[config.mk]
export PLATFORM = sky130hd
export DESIGN_NAME = data_frame_parser
export DESIGN_NICKNAME = d
export VERILOG_FILES = /design/src/rtl/data_frame_pkg.sv /design/src/rtl/data_frame_parser_frame_out_reg.sv /design/src/rtl/data_frame_parser.sv
export SDC_FILE = /design/constraint.sdc
export NUM_CORES = 1
export LEC_CHECK = 0
export BUFFER_PORTS_ARGS = -buffer_cell sky130_fd_sc_hd__clkbuf_2
export CAP_MARGIN = 20
export CORE_MARGIN = 2
export CORE_UTILIZATION = 46
export DETAILED_ROUTE_END_ITERATION = 12
export GPL_TIMING_DRIVEN = 0
export PLACE_DENSITY = 0.76
export SLEW_MARGIN = 20
export SYNTH_ARGS = -nofsm -noshare
export SYNTH_HDL_FRONTEND = slang
export SYNTH_HIERARCHICAL = 1
export SYNTH_SLANG_ARGS = --single-unit
[constraint.sdc]
create_clock -name CLK -period 2.1 [get_ports CLK]
set_input_delay 0.315 -clock CLK [delete_from_list [all_inputs] [get_ports CLK]]
set_output_delay 0.315 -clock CLK [all_outputs]
set_load 0.03 [all_outputs]
[src/rtl/data_frame_pkg.sv]
// -----------------------------------------------------------------------------
// data_frame_pkg
//   Shared definitions for the 64-bit trigger-channel data frame. The frame
//   generator and the frame parser both import this package so that the word
//   layout is defined in exactly one place.
//
//   Header word : [63:56] HEADER_ID, [55:48] channel ID, [47:40] data length,
//                 [39:32] reserved (0), [31:0] first timestamp
//   Footer word : [63:56] FOOTER_ID, [55:8] timestamp, [7:0] data word count
// -----------------------------------------------------------------------------
package data_frame_pkg;

  // Marker bytes in the top byte of header and footer words
  localparam logic [7:0] HEADER_ID = 8'hAA;
  localparam logic [7:0] FOOTER_ID = 8'h55;

  // Field bit positions (LSB of each field) and widths
  localparam int ID_LSB       = 56;
  localparam int HDR_CH_LSB   = 48;
  localparam int HDR_LEN_LSB  = 40;
  localparam int HDR_RSVD_LSB = 32;
  localparam int HDR_TS_LSB   = 0;
  localparam int HDR_TS_BITS  = 32;
  localparam int FTR_TS_LSB   = 8;
  localparam int FTR_TS_BITS  = 48;
  localparam int FTR_CNT_LSB  = 0;

  // Frame position of the next expected word
  typedef enum logic [1:0] {
    HEADER = 2'd0,
    DATA   = 2'd1,
    FOOTER = 2'd2
  } frameStateT;

  // Packed views of the two framing words, MSB first
  typedef struct packed {
    logic [7:0]  id;
    logic [7:0]  chId;
    logic [7:0]  len;
    logic [7:0]  rsvd;
    logic [31:0] ts;
  } headerT;

  typedef struct packed {
    logic [7:0]  id;
    logic [47:0] ts;
    logic [7:0]  cnt;
  } footerT;

  // Word builders for the generator side
  function automatic logic [63:0] packHeader(input logic [7:0]  chId,
                                             input logic [7:0]  len,
                                             input logic [31:0] ts);
    headerT h;
    h.id   = HEADER_ID;
    h.chId = chId;
    h.len  = len;
    h.rsvd = 8'h00;
    h.ts   = ts;
    return h;
  endfunction

  function automatic logic [63:0] packFooter(input logic [47:0] ts,
                                             input logic [7:0]  cnt);
    footerT f;
    f.id  = FOOTER_ID;
    f.ts  = ts;
    f.cnt = cnt;
    return f;
  endfunction

endpackage

[src/rtl/data_frame_parser_frame_out_reg.sv]
// -----------------------------------------------------------------------------
// frame_out_reg
//   One-deep output register with valid/ready handshake and a last-word flag.
//   It can be drained and reloaded in the same cycle, which gives full
//   throughput while downstream keeps its ready high.
//
// Ports
//   CLK, RESETN  clock, asynchronous active-low reset
//   load         write loadData/loadLast into the register (caller guarantees
//                canLoad is high when load is asserted)
//   loadData     word to store
//   loadLast     last-word flag to store
//   drainReady   downstream ready
//   canLoad      register is empty or is being drained this cycle
//   valid        register holds a word
//   data, last   stored word and its last flag
// -----------------------------------------------------------------------------
module frame_out_reg #(
  parameter int unsigned WIDTH = 64
) (
  input  logic             CLK,
  input  logic             RESETN,
  input  logic             load,
  input  logic [WIDTH-1:0] loadData,
  input  logic             loadLast,
  input  logic             drainReady,
  output logic             canLoad,
  output logic             valid,
  output logic [WIDTH-1:0] data,
  output logic             last
);

  logic             validReg;
  logic             lastReg;
  logic [WIDTH-1:0] dataReg;

  // Combinational from drainReady so a drain and a load can share one cycle
  assign canLoad = ~validReg | drainReady;

  always_ff @(posedge CLK or negedge RESETN) begin
    if (!RESETN) begin
      validReg <= 1'b0;
      lastReg  <= 1'b0;
      dataReg  <= '0;
    end else if (load) begin
      validReg <= 1'b1;
      lastReg  <= loadLast;
      dataReg  <= loadData;
    end else if (drainReady) begin
      // Word leaves; data is kept as-is, only the qualifiers drop
      validReg <= 1'b0;
      lastReg  <= 1'b0;
    end
  end

  assign valid = validReg;
  assign data  = dataReg;
  assign last  = lastReg;

endmodule

[src/rtl/data_frame_parser.sv]
// -----------------------------------------------------------------------------
// data_frame_parser
//   Receiving end of the 64-bit trigger-channel data frame stream. Header and
//   footer words are checked and absorbed; only data words are forwarded, with
//   a last-word marker. Header/footer fields are latched for downstream use and
//   good-frame / error counters are kept for status readout.
//
// Ports
//   CLK, RESETN        clock, asynchronous active-low reset
//   iVALID, oREADY, DIN  input word stream (valid/ready)
//   oVALID, iREADY, DOUT, oLAST  data word output stream (valid/ready)
//   FRAME_CH_ID, FRAME_LEN, FRAME_TS  fields of the last good header
//   FOOTER_TS          timestamp of the last footer
//   FRAME_DONE         one-cycle pulse after a good footer
//   FRAME_ERR          one-cycle pulse after a bad header or bad footer
//   FRAME_CNT, ERR_CNT saturating good-frame and error counters
// -----------------------------------------------------------------------------
module data_frame_parser
  import data_frame_pkg::*;
#(
  parameter int unsigned CHANNEL_ID             = 0,
  parameter int unsigned MAX_FRAME_LENGTH       = 200,
  parameter int unsigned FIRST_TIME_STAMP_WIDTH = 32,
  parameter int unsigned TIME_STAMP_WIDTH       = 48,
  parameter int unsigned DIN_WIDTH              = 64,
  parameter int unsigned CNT_WIDTH              = 16
) (
  input  logic                              CLK,
  input  logic                              RESETN,
  input  logic                              iVALID,
  output logic                              oREADY,
  input  logic [DIN_WIDTH-1:0]              DIN,
  input  logic                              iREADY,
  output logic                              oVALID,
  output logic [DIN_WIDTH-1:0]              DOUT,
  output logic                              oLAST,
  output logic [7:0]                        FRAME_CH_ID,
  output logic [7:0]                        FRAME_LEN,
  output logic [FIRST_TIME_STAMP_WIDTH-1:0] FRAME_TS,
  output logic [TIME_STAMP_WIDTH-1:0]       FOOTER_TS,
  output logic                              FRAME_DONE,
  output logic                              FRAME_ERR,
  output logic [CNT_WIDTH-1:0]              FRAME_CNT,
  output logic [CNT_WIDTH-1:0]              ERR_CNT
);

  localparam logic [7:0]           CH_ID8   = 8'(CHANNEL_ID);
  localparam logic [7:0]           MAX_LEN8 = 8'(MAX_FRAME_LENGTH);
  localparam logic [CNT_WIDTH-1:0] CNT_ONE  = CNT_WIDTH'(1);

  // ---------------------------------------------------------------------------
  // Field decode of the incoming word (header and footer share the ID byte)
  // ---------------------------------------------------------------------------
  logic [7:0] wordId;
  logic [7:0] hdrChId;
  logic [7:0] hdrLen;
  logic [7:0] ftrCnt;
  logic       hdrGood;
  logic       ftrGood;

  assign wordId  = DIN[ID_LSB +: 8];
  assign hdrChId = DIN[HDR_CH_LSB +: 8];
  assign hdrLen  = DIN[HDR_LEN_LSB +: 8];
  assign ftrCnt  = DIN[FTR_CNT_LSB +: 8];

  // ---------------------------------------------------------------------------
  // State and latched fields
  // ---------------------------------------------------------------------------
  frameStateT                        stateReg;
  frameStateT                        stateNext;
  logic [7:0]                        wordCntReg;
  logic [7:0]                        wordCntNext;
  logic [7:0]                        wordCntInc;
  logic [7:0]                        frameChIdReg;
  logic [7:0]                        frameLenReg;
  logic [FIRST_TIME_STAMP_WIDTH-1:0] frameTsReg;
  logic [TIME_STAMP_WIDTH-1:0]       footerTsReg;
  logic                              doneReg;
  logic                              doneNext;
  logic                              errReg;
  logic                              errNext;
  logic [CNT_WIDTH-1:0]              frameCntReg;
  logic [CNT_WIDTH-1:0]              errCntReg;
  logic                              latchHeader;
  logic                              latchFooter;

  // Reserved header bits are not checked; only ID, channel and length qualify
  assign hdrGood = (wordId == HEADER_ID) && (hdrChId == CH_ID8) &&
                   (hdrLen != 8'd0) && (hdrLen <= MAX_LEN8);
  assign ftrGood = (wordId == FOOTER_ID) && (ftrCnt == frameLenReg);

  // ---------------------------------------------------------------------------
  // Handshake: every word (header, data, footer) waits for room in the output
  // register, so input ready is the same in all states.
  // ---------------------------------------------------------------------------
  logic outCanLoad;
  logic accept;
  logic dataLoad;
  logic dataLast;

  assign oREADY     = outCanLoad;
  assign accept     = iVALID & outCanLoad;
  assign wordCntInc = wordCntReg + 8'd1;
  assign dataLoad   = accept && (stateReg == DATA);
  assign dataLast   = (wordCntInc == frameLenReg);

  // ---------------------------------------------------------------------------
  // Next-state logic
  // ---------------------------------------------------------------------------
  always_comb begin
    stateNext   = stateReg;
    wordCntNext = wordCntReg;
    latchHeader = 1'b0;
    latchFooter = 1'b0;
    doneNext    = 1'b0;
    errNext     = 1'b0;
    if (accept) begin
      case (stateReg)
        HEADER: begin
          // A rejected word is dropped; the next word is again a header candidate
          if (hdrGood) begin
            latchHeader = 1'b1;
            wordCntNext = 8'd0;
            stateNext   = DATA;
          end else begin
            errNext = 1'b1;
          end
        end
        DATA: begin
          wordCntNext = wordCntInc;
          if (dataLast) begin
            stateNext = FOOTER;
          end
        end
        FOOTER: begin
          // Footer timestamp is captured even when the footer itself is bad
          latchFooter = 1'b1;
          stateNext   = HEADER;
          if (ftrGood) begin
            doneNext = 1'b1;
          end else begin
            errNext = 1'b1;
          end
        end
        default: begin
          stateNext = HEADER;
        end
      endcase
    end
  end

  // ---------------------------------------------------------------------------
  // State, word counter and status pulses
  // ---------------------------------------------------------------------------
  always_ff @(posedge CLK or negedge RESETN) begin
    if (!RESETN) begin
      stateReg   <= HEADER;
      wordCntReg <= 8'd0;
      doneReg    <= 1'b0;
      errReg     <= 1'b0;
    end else begin
      stateReg   <= stateNext;
      wordCntReg <= wordCntNext;
      doneReg    <= doneNext;
      errReg     <= errNext;
    end
  end

  // ---------------------------------------------------------------------------
  // Latched header/footer fields
  // ---------------------------------------------------------------------------
  always_ff @(posedge CLK or negedge RESETN) begin
    if (!RESETN) begin
      frameChIdReg <= 8'd0;
      frameLenReg  <= 8'd0;
      frameTsReg   <= '0;
    end else if (latchHeader) begin
      frameChIdReg <= hdrChId;
      frameLenReg  <= hdrLen;
      frameTsReg   <= DIN[HDR_TS_LSB +: FIRST_TIME_STAMP_WIDTH];
    end
  end

  always_ff @(posedge CLK or negedge RESETN) begin
    if (!RESETN) begin
      footerTsReg <= '0;
    end else if (latchFooter) begin
      footerTsReg <= DIN[FTR_TS_LSB +: TIME_STAMP_WIDTH];
    end
  end

  // ---------------------------------------------------------------------------
  // Saturating status counters
  // ---------------------------------------------------------------------------
  always_ff @(posedge CLK or negedge RESETN) begin
    if (!RESETN) begin
      frameCntReg <= '0;
    end else if (doneNext && !(&frameCntReg)) begin
      frameCntReg <= frameCntReg + CNT_ONE;
    end
  end

  always_ff @(posedge CLK or negedge RESETN) begin
    if (!RESETN) begin
      errCntReg <= '0;
    end else if (errNext && !(&errCntReg)) begin
      errCntReg <= errCntReg + CNT_ONE;
    end
  end

  // ---------------------------------------------------------------------------
  // Output register for forwarded data words
  // ---------------------------------------------------------------------------
  frame_out_reg #(
    .WIDTH(DIN_WIDTH)
  ) uOutReg (
    .CLK        (CLK),
    .RESETN     (RESETN),
    .load       (dataLoad),
    .loadData   (DIN),
    .loadLast   (dataLast),
    .drainReady (iREADY),
    .canLoad    (outCanLoad),
    .valid      (oVALID),
    .data       (DOUT),
    .last       (oLAST)
  );

  assign FRAME_CH_ID = frameChIdReg;
  assign FRAME_LEN   = frameLenReg;
  assign FRAME_TS    = frameTsReg;
  assign FOOTER_TS   = footerTsReg;
  assign FRAME_DONE  = doneReg;
  assign FRAME_ERR   = errReg;
  assign FRAME_CNT   = frameCntReg;
  assign ERR_CNT     = errCntReg;

endmodule
# [Word-level counts from Yosys, hierarchy flattened]
# Index checks and enable logic that the tools add are counted.
[op_classes] add_sub_neg=3 order_cmp=1 eq_ne=8 muxes=20 bitwise_logic=3 n_reduce_logical=18
[op_table] op="adder 16 x 1 -> 16 bit (second input constant)" n=2
[op_table] op="AND reduction 16 bit" n=2
[op_table] op="== test 8 bit" n=2
[op_table] op="case mux 8 bit (2 select lines)" n=1
[op_table] op="2-to-1 mux 1 bit" n=14
[op_table] op="adder 8 x 1 -> 8 bit (second input constant)" n=1
[op_table] op="== test 8 x 7 -> 1 bit (second input constant)" n=1
[op_table] op="== test 8 bit (second input constant)" n=1
[op_table] op="less-or-equal comparator 8 bit (second input constant)" n=1
[op_table] op="logical NOT 8 bit" n=1
[op_table] op="2-to-1 mux 8 bit" n=1
[op_table] op="nonzero test 8 bit" n=1
[op_table] op="logical AND 1 bit" n=7
[op_table] op="AND reduction 3 bit" n=2
[op_table] op="2-to-1 mux 2 bit" n=2
[op_table] op="case mux 2 bit (2 select lines)" n=1
[op_table] op="nonzero test 2 bit" n=2
[op_table] op="== test 2 x 1 -> 1 bit (second input constant)" n=1
[op_table] op="== test 2 bit (second input constant)" n=1
[op_table] op="logical NOT 1 bit" n=2
[op_table] op="logical NOT 2 bit" n=1
[op_table] op="!= test 2 x 1 -> 1 bit (second input constant)" n=1
[op_table] op="!= test 2 bit (second input constant)" n=1
[op_table] op="case mux 1 bit (2 select lines)" n=1
[op_table] op="other kinds (3)" n=3
[totals] register_bits=206 input_bits=68 output_inout_bits=197 elab_cells=66

# [Logic depth before layout (Yosys ltp)]
# Gate-level depths: netlist (run 1).
[depth] word_depth=8 ltp_mapped=9 mapped_depth_nobuf=7

# [By module]
# The synthesis (run 1) kept the hierarchy.
[by_module_without_submodules] mod="data_frame_parser" instances=1 cells_each=450 area_each_um2=5935.7 seq_area_each_um2=3503.4
[by_module_without_submodules] mod="frame_out_reg" instances=1 cells_each=141 area_each_um2=2532.4 seq_area_each_um2=1651.6

# [Worst setup path after synthesis (run 1)]
# Ideal clock, no wire load.
[synth_timing] path_type="register to register" from="register uOutReg.validReg, in the netlist uOutReg/valid" to="register frameLenReg[0], in the netlist FRAME_LEN[0]" setup_ps=125 arrival_ps=2428 required_time_ps=1975 slack_ps=-453 path_stages_with_launch=8 n_path_buf=2 period_less_slack_ps=2553 path_cell_list="dfrtp_1 -> nand2b_1 -> nand2_1 -> or2_2 -> nor4_1 -> buf_2 -> buf_4 -> mux2_2"
[synth_via] elab_chain_len=4
[synth_rtl] item="from (decl)" line_no="data_frame_parser_frame_out_reg.sv:33" rtl="logic validReg;"
[synth_rtl] item="from (signal assigned)" line_no="data_frame_parser_frame_out_reg.sv:42" rtl="validReg <= 1'b0;"
[synth_rtl] item="from (signal assigned)" line_no="data_frame_parser_frame_out_reg.sv:46" rtl="validReg <= 1'b1;"
[synth_rtl] item="from (signal assigned)" line_no="data_frame_parser_frame_out_reg.sv:51" rtl="validReg <= 1'b0;"
[synth_rtl] item="NOT 1 bit" line_no="data_frame_parser_frame_out_reg.sv:38" rtl="assign canLoad = ~validReg | drainReady;"
[synth_rtl] item="bitwise OR 1 bit" line_no="data_frame_parser_frame_out_reg.sv:38"
[synth_rtl] item="named net oREADY" line_no="data_frame_parser.sv:31" rtl="output logic oREADY,"
[synth_rtl] item="AND 1 bit" line_no="data_frame_parser.sv:102" rtl="assign accept = iVALID & outCanLoad;"
[synth_rtl] item="2-to-1 mux 1 bit" line_no="data_frame_parser.sv:117" rtl="if (accept) begin"
[synth_rtl] item="to (signal assigned)" line_no="data_frame_parser.sv:179" rtl="frameLenReg <= hdrLen;"
[synth_rtl] item="to (decl)" line_no="data_frame_parser.sv:75" rtl="logic [7:0] frameLenReg;"
# The timed path passes the listed nets, and every way through them passes these cells.
# A chain may end at the register's enable or synchronous reset.

# [Worst setup path after layout (run 1)]
[layout_timing] from="register uOutReg.validReg, in the netlist uOutReg/valid" to="register frameCntReg[11], in the netlist FRAME_CNT[11]"
[layout_via] elab_chain_len=5
[layout_rtl] item="NOT 1 bit" line_no="data_frame_parser_frame_out_reg.sv:38"
[layout_rtl] item="bitwise OR 1 bit" line_no="data_frame_parser_frame_out_reg.sv:38"
[layout_rtl] item="AND 1 bit" line_no="data_frame_parser.sv:102"
[layout_rtl] item="2-to-1 mux 1 bit" line_no="data_frame_parser.sv:117"
[layout_rtl] item="named net doneNext" line_no="data_frame_parser.sv:79" rtl="logic doneNext;"
[layout_rtl] item="logical AND 1 bit" line_no="data_frame_parser.sv:198" rtl="end else if (doneNext && !(&frameCntReg)) begin"
[layout_rtl] item="to (signal assigned)" line_no="data_frame_parser.sv:199" rtl="frameCntReg <= frameCntReg + CNT_ONE;"
[layout_rtl] item="to (decl)" line_no="data_frame_parser.sv:82" rtl="logic [CNT_WIDTH-1:0] frameCntReg;"
# The timed path passes the listed nets, and every way through them passes these cells.

==> impl_metrics.yaml, run 1 <==
outcome:
  run_status: "complete, but fails checks"
  failed_checks: "setup timing"
sta:
  grt_setup_unrepaired: "true"
  slew_headroom_pct: 47.5
  period_needed_ns: 2.18
  worstMarginPinSlew_ns: 0.787
  final-max-slew-violation-count: 0
  layout_setup_ws_ns: -0.0827
  finClkSkew_ns: 0.0125
  holdWs_ns: 0.0753
  setup_viol: 14
  layout_worst_path_cycle_share_pct: 104
  fmax_mhz: 458
  hold_violations: 0
floorplan:
  row_count: 49
  die_h_um: 140
  die_x_um: 140
  ioPinCount: 265
  die-area_um2: 19500
  floorplan.initialDensity_pct: 47.0
  core_region_area_um2: 18000
setup_path:
  cp.depth: 7
  r2r_slack_ns: -0.08
  cp-end-kind: "flop"
  reg2reg_from: "uOutReg/valid"
  path_delay_family: "simple AND/OR/NAND/NOR gates"
  worstSetupStartpointType: "flop"
  endpoint: "FRAME_CNT[11]"
  critPathLaunch: "uOutReg/valid"
  crit_chain: "nand2b_4 > nand2_4 > or3_4 > nor4_4 > o31ai_4 > nor4_2 > xor2_1"
  cp.required_ns: 2.51
  path_class: "reg2reg"
  arrival_ns: 2.59
  cp_max_fo: 8
  critPathMaxStageDelay_ns: 0.42
  worst-path-buf-inv: 0
  rr_endpoint: "FRAME_CNT[11]"
  reg2reg_depth: 7
  critical_path.slowest_cell: "dfrtp_2"
pwr:
  max-vdd-ir-drop_mv: 1.17
  leakage_nw: 5.79
  powerDensity_nw_per_um2: 1400
synthesis:
  synth_ff_type: "dfrtp_1"
  synth_top_family_by_area: "multiplexers"
  async_reset_ff_share_pct: 100
  synth_xor_area_share_pct: 4.86
  synth_nets: 662
  synthSimpleGateAreaFrac_pct: 8.81
  synth_adder_area_share_pct: 0.443
  synthMuxAreaShare_pct: 21.4
  ys.warnings.count: 6
  synth.distinct_cells: 39
  synth_edf_count: 0
  synth_compound_gate_area_share_pct: 1.71
  syn_area_per_cell_um2: 14.3
  netlist_instances: 591
  yosysSeqAreaShare_pct: 60.9
  ys_ff_latch: 206
  synth_area_um2: 8470
hold_path:
  min_from: "DIN[39]"
  worstHoldPathType: "in2reg"
global_routing:
  grt_pass1_wl_mm: 33.6
  antenna_found_initial: 0
  grt_max_degree: 91
  grt_use_total_pct: 21.6
  overflow: 0
  grt_pass1_vias: 6145
layout:
  fillers: 1413
  final_cell_area_um2: 11400
  drive_gt1_share_pct: 58.4
  areaGrowthSynthToFinish_pct: 34.1
  nNetsFinal: 980
  antenna_cells: 0
  instances_no_fill: 1151
  fin_util_pct: 63.0
place:
  gp_congestion: 0.844
  place_inst: 1086
  io_buffer_count: 264
  placed_area_um2: 10200
  dp_hpwl_mm: 15.1
drt:
  vias_per_cell: 5.22
  drtPass1Iterations: 4
  ant_nets: 0
  drtIter0Drc: 292
  drt_wl_total_mm: 21.8
  drc: 0
  wl_per_cell_um: 18.9
  vias: 6012
clocking:
  cts_max_level: 1
  cts-root-buf: "clkbuf_16"
  cts_tree: "done"
  clock_sinks: 206
  cts.clk_slew.worst_paths_ns: 0.06
  clock_latency_ns: 0.49
  clockBufferDepth: 3
  numCtsBuffers: 22
job:
  max_cap_viol_count: 0
==> worst min-delay path by stage <==
| stage | endpoint | slack (ns) | depth (start not counted) |
|---|---|---|---|
| global route | uOutReg/data[39] | 0.05 | 2 |
| global placement | uOutReg/data[54] | 0.47 | 1 |
| floorplan | ERR_CNT[0] | 0.02 | 0 |
| finish | uOutReg/data[39] | 0.08 | 2 |
| CTS | FOOTER_TS[27] | 0.06 | 2 |
| detailed placement | ERR_CNT[10] | 0.24 | 1 |
==> cell usage after synthesis (all sizes together) (8+ instances only) <==
| master | count | share of area (%) |
|---|---|---|
| buf | 15 | 1.3 |
| dfrtp | 206 | 61 |
| nor2 | 8 | 0.35 |
| and3 | 8 | 0.59 |
| nor4 | 10 | 0.99 |
| nand4 | 10 | 0.74 |
| nand2 | 26 | 1.2 |
| mux2 | 154 | 21 |
| xnor2 | 29 | 3.0 |
| nand3 | 18 | 1.1 |
| nor2b | 10 | 0.74 |
| xor2 | 18 | 1.9 |
| nor3 | 17 | 1.0 |
==> cell families after synthesis <==
family          after synthesis
compound gates               22
xor+xnor                     47
fa+ha+maj                     3
buf+inv                      29
flops                       206
mux                         154
simple gates                130
==> power by group <==
part	leakage [nW]	total, mW	internal [mW]	switching, mW
Clock	0.348	3.77	2.26	1.51
Combinational	2.82	6.29	2.34	3.95
Sequential	2.62	5.88	5.17	0.705
==> metal layers <==
layer	track usage [%]	wire, µm	vias to the layer above
met2	35.8	10800	242
met3	6.16	1720	31
li1	-	-	2731
met4	5.63	412	0
met5	0	0	-
met1	28.1	8870	3008
==> stage by stage <==
| step | setup TNS (ns) | worst slack [ns] | power [mW] |
|---|---|---|---|
| floorplan | -0.674 | -0.0216 | 10.0 |
| global placement | -737.80 | -3.72 | 11.8 |
| detailed placement | -60.44 | -0.656 | 12.0 |
| CTS | -0.241 | -0.0354 | 16.0 |
| global route | -3.58 | -0.196 | 16.7 |
| finish | -0.597 | -0.0827 | 15.9 |
==> worst register-to-register path, stage by stage (launching register included) <==
cell and delay (ns):
dfrtp_2 0.42, nand2b_4 0.09, nand2_4 0.06, or3_4 0.39
nor4_4 0.40, o31ai_4 0.22, nor4_2 0.35, xor2_1 0.17
==> placed cells by master (no fill, tap or decap), types with 4 or more instances in the layout <==
cell type	netlist	layout
clkbuf_1	7	8
clkbuf_2	0	264
mux2_1	7	7
nand3_1	18	17
buf_2	8	4
nor3_1	17	9
nor3_4	0	6
dfrtp_2	0	7
and3_1	8	6
mux2_4	20	20
nand2_1	26	24
inv_1	7	6
buf_4	2	29
nand2b_1	5	4
a31oi_1	5	4
nor2_1	8	7
nand4_1	10	10
buf_6	5	10
xor2_1	18	18
clkbuf_16	0	23
dfrtp_1	206	199
nor4_2	1	4
xnor2_1	29	29
o21ai_0	5	5
mux2_2	127	127
nor2b_1	10	9
clkbuf_8	0	5
and4_1	6	5
==> state kept, by name, summed over array words and instances (netlist names) <==
name	count
uOutReg/data	64
stateReg	2
FRAME_LEN	8
FRAME_CH_ID	8
FRAME_ERR	1
wordCntReg	8
uOutReg/last	1
FRAME_TS	32
FRAME_DONE	1
FRAME_CNT	16
FOOTER_TS	48
ERR_CNT	16
uOutReg/valid	1
==> area by class of cell <==
type                    count  area [µm²]  area share (%)
inverters                   7        28.8           0.253
flip-flops and latches    206        5160            45.5
plain buffers              21         170            1.50
clock inverters             5        53.8           0.474
clock buffers              32         649            5.72
repair buffers            295        1610            14.2
multi-input cells         356        3390            29.9
well taps                 229         287            2.52
==> repair_timing <==
action	in CTS	in global routing
buffers inserted	16	10
pin swaps	13	16
endpoints found under the setup margin	156	81
gates cloned	1	1
resized for setup	46	21
endpoints found under the hold margin	30	0
hold buffers	1	0
No activity file was read; power rests on OpenSTA's default activity.
==> run 2, diff against run 1 <==
- MAX_ROUTING_LAYER: not set -> met4
- REMOVE_ABC_BUFFERS: not set -> 1
==> run 2 against run 1 <==
  * Flip-flop and latch count unchanged
  * Critical path type unchanged
  * The run now ends clean
  * Die area unchanged
  * Non-clock buffer count shrank 3
  * Critical endpoint is now FRAME_CNT[1]
==> impl_metrics.yaml, run 2 (same netlist as run 1, synthesis figures left out) <==
outcome:
  run_status: "finished clean"
global_routing:
  antenna_found_initial: 0
  grt_pass1_wl_mm: 32.5
  met2_usage_pct: 35.3
  grt_use_total_pct: 21.1
  grt_util_met3_pct: 3.54
  grt_pass1_vias: 5998
  grtUsageMet1_pct: 27.2
  overflow: 0
  grt_max_degree: 75
  grt_busiest_layer: "met2"
place:
  io_buffer_count: 264
  place_inst: 1074
  pre_cts_ws_ns: -1.10
  gp_congestion: 0.824
  dp_hpwl_mm: 14.2
layout:
  largest_reg_flops: 64
  fin_util_pct: 63.8
  fillers: 1423
  seq_area_um2: 5170
  multiInputGateArea_um2: 3430
  nNetsFinal: 980
  drive_gt1_share_pct: 59.6
  antenna_cells: 0
  areaGrowthSynthToFinish_pct: 35.7
  final_cell_mix: "263 x clkbuf_2, 195 x dfrtp_1, 126 x mux2_2"
  instances_no_fill: 1154
  final_common_cell: "clkbuf_2"
clocking:
  clock_sinks: 206
  cts-root-buf: "clkbuf_16"
  cts.clk_slew.worst_paths_ns: 0.06
  cts_tree: "done"
  clock_latency_ns: 0.50
  numCtsBuffers: 23
  cts_max_level: 1
  clockBufferDepth: 3
sta:
  setup_viol: 0
  hold_violations: 0
  final-max-slew-violation-count: 0
  grt_setup_unrepaired: "true"
  finClkSkew_ns: 0.0118
  layout_setup_ws_ns: 0.0583
  period_needed_ns: 2.04
  holdWs_ns: 0.0655
  slew_headroom_pct: 59.6
  layout_worst_path_cycle_share_pct: 97.2
  fmax_mhz: 490
  worstMarginPinSlew_ns: 0.606
drt:
  drt_wl_total_mm: 20.8
  ant_nets: 0
  vias_per_cell: 5.14
  wl_per_cell_um: 18.0
  vias: 5928
  drc: 0
  drtIter0Drc: 177
  drtPass1Iterations: 4
setup_path:
  worst-path-buf-inv: 1
  cp_max_fo: 6
  worstSetupStartpointType: "flop"
  path_class: "reg2reg"
  reg2reg_depth: 6
  path_delay_family: "compound AO/OA/AOI/OAI gates"
  crit_chain: "ha_2 > nand2_4 > or2_4 > o31ai_4 > buf_12 > mux2_4"
  critPathMaxStageDelay_ns: 0.47
  cp.required_ns: 2.48
  endpoint: "FRAME_CNT[1]"
  arrival_ns: 2.42
  reg2reg_from: "FRAME_CNT[1]"
  critPathLaunch: "FRAME_CNT[1]"
  critical_path.slowest_cell: "o31ai_4"
  r2r_slack_ns: 0.06
  cp.depth: 6
  rr_endpoint: "FRAME_CNT[1]"
  cp-end-kind: "flop"
hold_path:
  worstHoldPathType: "in2reg"
floorplan:
  die_x_um: 140
  die-area_um2: 19500
  die_h_um: 140
  core_region_area_um2: 18000
  row_count: 49
  ioPinCount: 265
  floorplan.initialDensity_pct: 47.0
pwr:
  intPower_mw: 9.84
  max-vdd-ir-drop_mv: 1.04
  leakage_nw: 5.82
  power.share.sequential_pct: 36.8
  comb_power_share_pct: 38.8
  p_switching_mw: 6.14
  powerDensity_nw_per_um2: 1390
  clock_power_share_pct: 24.4
  switching_share_pct: 38.4
job:
  max_cap_viol_count: 0
[run 2: layout make-up]
cell class                      instances  area share, %
Timing Repair Buffer                  313           15.7
Timing Repair inverter                  1         0.0762
Clock inverter                          8          0.599
Clock buffer                           33           5.86
Sequential cell                       206           45.0
Tap cell                              229           2.49
Inverter                                7          0.457
Multi-Input combinational cell        357           29.8
[run 2: worst min path at each step]
| stage | startpoint | slack, ns | depth (start not counted) | to |
|---|---|---|---|---|
| finish | DIN[38] | 0.07 | 2 | uOutReg/data[38] |
| global route | DIN[38] | 0.05 | 2 | uOutReg/data[38] |
| CTS | DIN[38] | 0.05 | 2 | uOutReg/data[38] |
| detailed placement | RESETN | 0.34 | 1 | FRAME_TS[19] |
| global placement | uOutReg/data[56] | 0.47 | 1 | uOutReg/data[56] |
| floorplan | RESETN | 0.02 | 0 | ERR_CNT[0] |
[run 2: routing by layer]
metal | vias to the layer above | part of all wire [%]
li1 | 2746 | -
met1 | 2947 | 41
met2 | 195 | 51
met3 | 40 | 5.6
met4 | 0 | 2.4
met5 | - | 0
[run 2: metrics by stage]
stage	instance area [µm²]	TNS, ns	total power, mW
floorplan	8330	-351.48	9.97
global placement	9940	-1299.99	11.8
detailed placement	10100	-85.79	11.9
CTS	11200	-0.00835	16.0
global route	11500	-0.0690	16.7
finish	11500	0	16.0
[run 2: what timing repair did]
item                                   CTS  global route
gates cloned                             2             0
pin swaps                                8            17
hold buffers                             1             0
buffers inserted                        14            25
gates resized for setup                 32            37
setup endpoints to repair              156            46
endpoints found under the hold margin   59             0
[run 2: power by group through the flow]
stage	Sequential (mW)	Combinational [mW]	Clock, mW
3_5_place_dp	5.92	5.97	0
4_1_cts	5.87	6.17	3.99
5_1_grt	6.02	6.52	4.15
3_3_place_gp	5.85	5.92	0
2_1_floorplan	8.12	1.85	0
6_report	5.88	6.20	3.90
==> run 3, diff against run 2 <==
- CORE_UTILIZATION: 46 -> 51
- PLACE_DENSITY: 0.76 -> 0.8
- clock period: 2.1 -> 1.99 ns (I/O delays scaled with it)
==> run 3 against run 2 <==
  * The flow now finishes with violations (setup timing)
  * Sequential share of layout area fell by 2.7 points
  * Via count is 7.2% higher
  * Non-clock buffer count increased by 35
  * Routed wire length increased by 16%
  * Register-to-register slack got worse by 0.20 ns
  * Power is 10% higher
  * Largest cell class unchanged
  * Largest power group unchanged
==> impl_metrics.yaml, run 3 (same netlist as run 1, synthesis figures left out) <==
outcome:
  run_status: "complete, but fails checks"
  failed_checks: "setup timing"
setup_path:
  worst_path_most_repeated_cell: "nor4_4"
  cp_max_fo: 8
  cp-end-kind: "flop"
  critPathMaxStageDelay_ns: 0.45
  arrival_ns: 2.53
  cp.required_ns: 2.39
  worstSetupStartpointType: "flop"
  crit_chain: "xnor2_2 > nand4_1 > buf_6 > nor4_4 > o31ai_4 > buf_12 > nor4_4 > xor2_1"
  critical_path.slowest_cell: "dfrtp_2"
  r2r_slack_ns: -0.14
  path_class: "reg2reg"
clocking:
  clockBufferDepth: 3
  clock_sinks: 206
  cts.clk_slew.worst_paths_ns: 0.06
  cts_max_level: 1
  cts_tree: "done"
  cts-root-buf: "clkbuf_16"
  clock_latency_ns: 0.49
  numCtsBuffers: 22
global_routing:
  grt_use_total_pct: 26.8
  antenna_found_initial: 0
  grt_pass1_wl_mm: 36.4
  overflow: 0
  grt_max_degree: 81
  grt_pass1_vias: 6652
sta:
  hold_violations: 0
  setup_viol: 42
  slew_headroom_pct: 55.1
  period_needed_ns: 2.13
  layout_setup_ws_ns: -0.140
  grt_setup_unrepaired: "true"
  layout_worst_path_cycle_share_pct: 107
  fmax_mhz: 470
  final-max-slew-violation-count: 0
  finClkSkew_ns: 0.00592
  worstMarginPinSlew_ns: 0.674
hold_path:
  worstHoldPathType: "in2reg"
drt:
  wl_per_cell_um: 20.6
  drc: 0
  vias_per_cell: 5.40
  drtPass1Iterations: 4
  vias: 6353
  drt_wl_total_mm: 24.2
  ant_nets: 0
  drtIter0Drc: 291
pwr:
  powerDensity_nw_per_um2: 1440
  max-vdd-ir-drop_mv: 1.07
  leakage_nw: 6.19
  finalPower_mw: 17.6
floorplan:
  ioPinCount: 265
  row_count: 47
  die-area_um2: 17700
  die_x_um: 133
  core_region_area_um2: 16400
  floorplan.initialDensity_pct: 51.6
  die_h_um: 133
place:
  io_buffer_count: 264
  place_inst: 1064
  dp_hpwl_mm: 14.0
  placed_area_um2: 10100
  gp_congestion: 0.819
layout:
  final_common_cell: "clkbuf_2"
  multiInputGateArea_um2: 3720
  fillers: 1000
  final_cell_mix: "263 x clkbuf_2, 194 x dfrtp_1, 96 x mux2_2"
  final_cell_area_um2: 12200
  nNetsFinal: 1015
  seq_area_um2: 5170
  drive_gt1_share_pct: 62.8
  largest_reg_flops: 64
  instances_no_fill: 1177
  areaGrowthSynthToFinish_pct: 44.4
  antenna_cells: 0
job:
  max_cap_viol_count: 0
==> run 3: worst max-delay path: cells and delay by family (launching register included) <==
| kind | cells | cell delay, ns |
|---|---|---|
| AOI/OAI and AO/OA | 1 | 0.14 |
| xor gates and xnor gates | 2 | 0.39 |
| buffers and inverters | 2 | 0.34 |
| DFF | 1 | 0.45 |
| and+or+nand+nor | 3 | 0.72 |
==> run 3: layout make-up <==
| cell class | instances | area share [%] |
|---|---|---|
| Multi-Input combinational cell | 358 | 30.5 |
| Inverter | 7 | 0.348 |
| Clock buffer | 32 | 5.31 |
| Tap cell | 220 | 2.25 |
| Clock inverter | 5 | 1.02 |
| Sequential cell | 206 | 42.3 |
| Timing Repair Buffer | 348 | 18.2 |
| Timing Repair inverter | 1 | 0.0716 |
==> run 3: power by group <==
part	internal, mW	switching, mW
sequential	5.46	0.759
clock	2.77	1.61
combinational	2.70	4.36
==> run 3: through the flow <==
stage                     setup WS (ns)  setup TNS (ns)  hold slack, ns  utilization, %
after floorplan                   -4.49         -374.03         0.00291               -
after global placement            -7.20        -1296.29           0.470            60.5
final                            -0.140           -1.76          0.0453            74.5
after detailed placement          -1.09          -90.54           0.380            61.6
after global routing             -0.216           -5.92          0.0473            74.5
after CTS                       -0.0107         -0.0181          0.0268            72.0
==> run 3: final timing paths <==
check                                  from               end  cells after the start
min in group asynchronous            RESETN        ERR_CNT[4]                      2
max in group asynchronous            RESETN      FRAME_TS[31]                      3
setup / recovery               FRAME_LEN[7]     FRAME_CNT[11]                      8
setup reg to reg               FRAME_LEN[7]     FRAME_CNT[11]                      8
hold reg to reg            uOutReg/data[58]  uOutReg/data[58]                      1
hold / removal                      DIN[33]  uOutReg/data[33]                      2
==> run 3: routing by layer <==
layer	share of wire [%]	GRT usage, %	vias up
met5	0	-	-
met4	4.3	10.9	0
met3	5.3	4.14	83
met2	52	44.8	257
met1	38	32.7	3193
li1	-	-	2820
==> run 3: what timing repair did <==
action / CTS / global route
pin swaps: 29 / 16
endpoints found under the hold margin: 78 / 0
gates cloned: 4 / 1
setup buffers: 50 / 22
setup endpoints to repair: 156 / 94
hold buffers: 1 / 0
gates resized for setup: 86 / 61
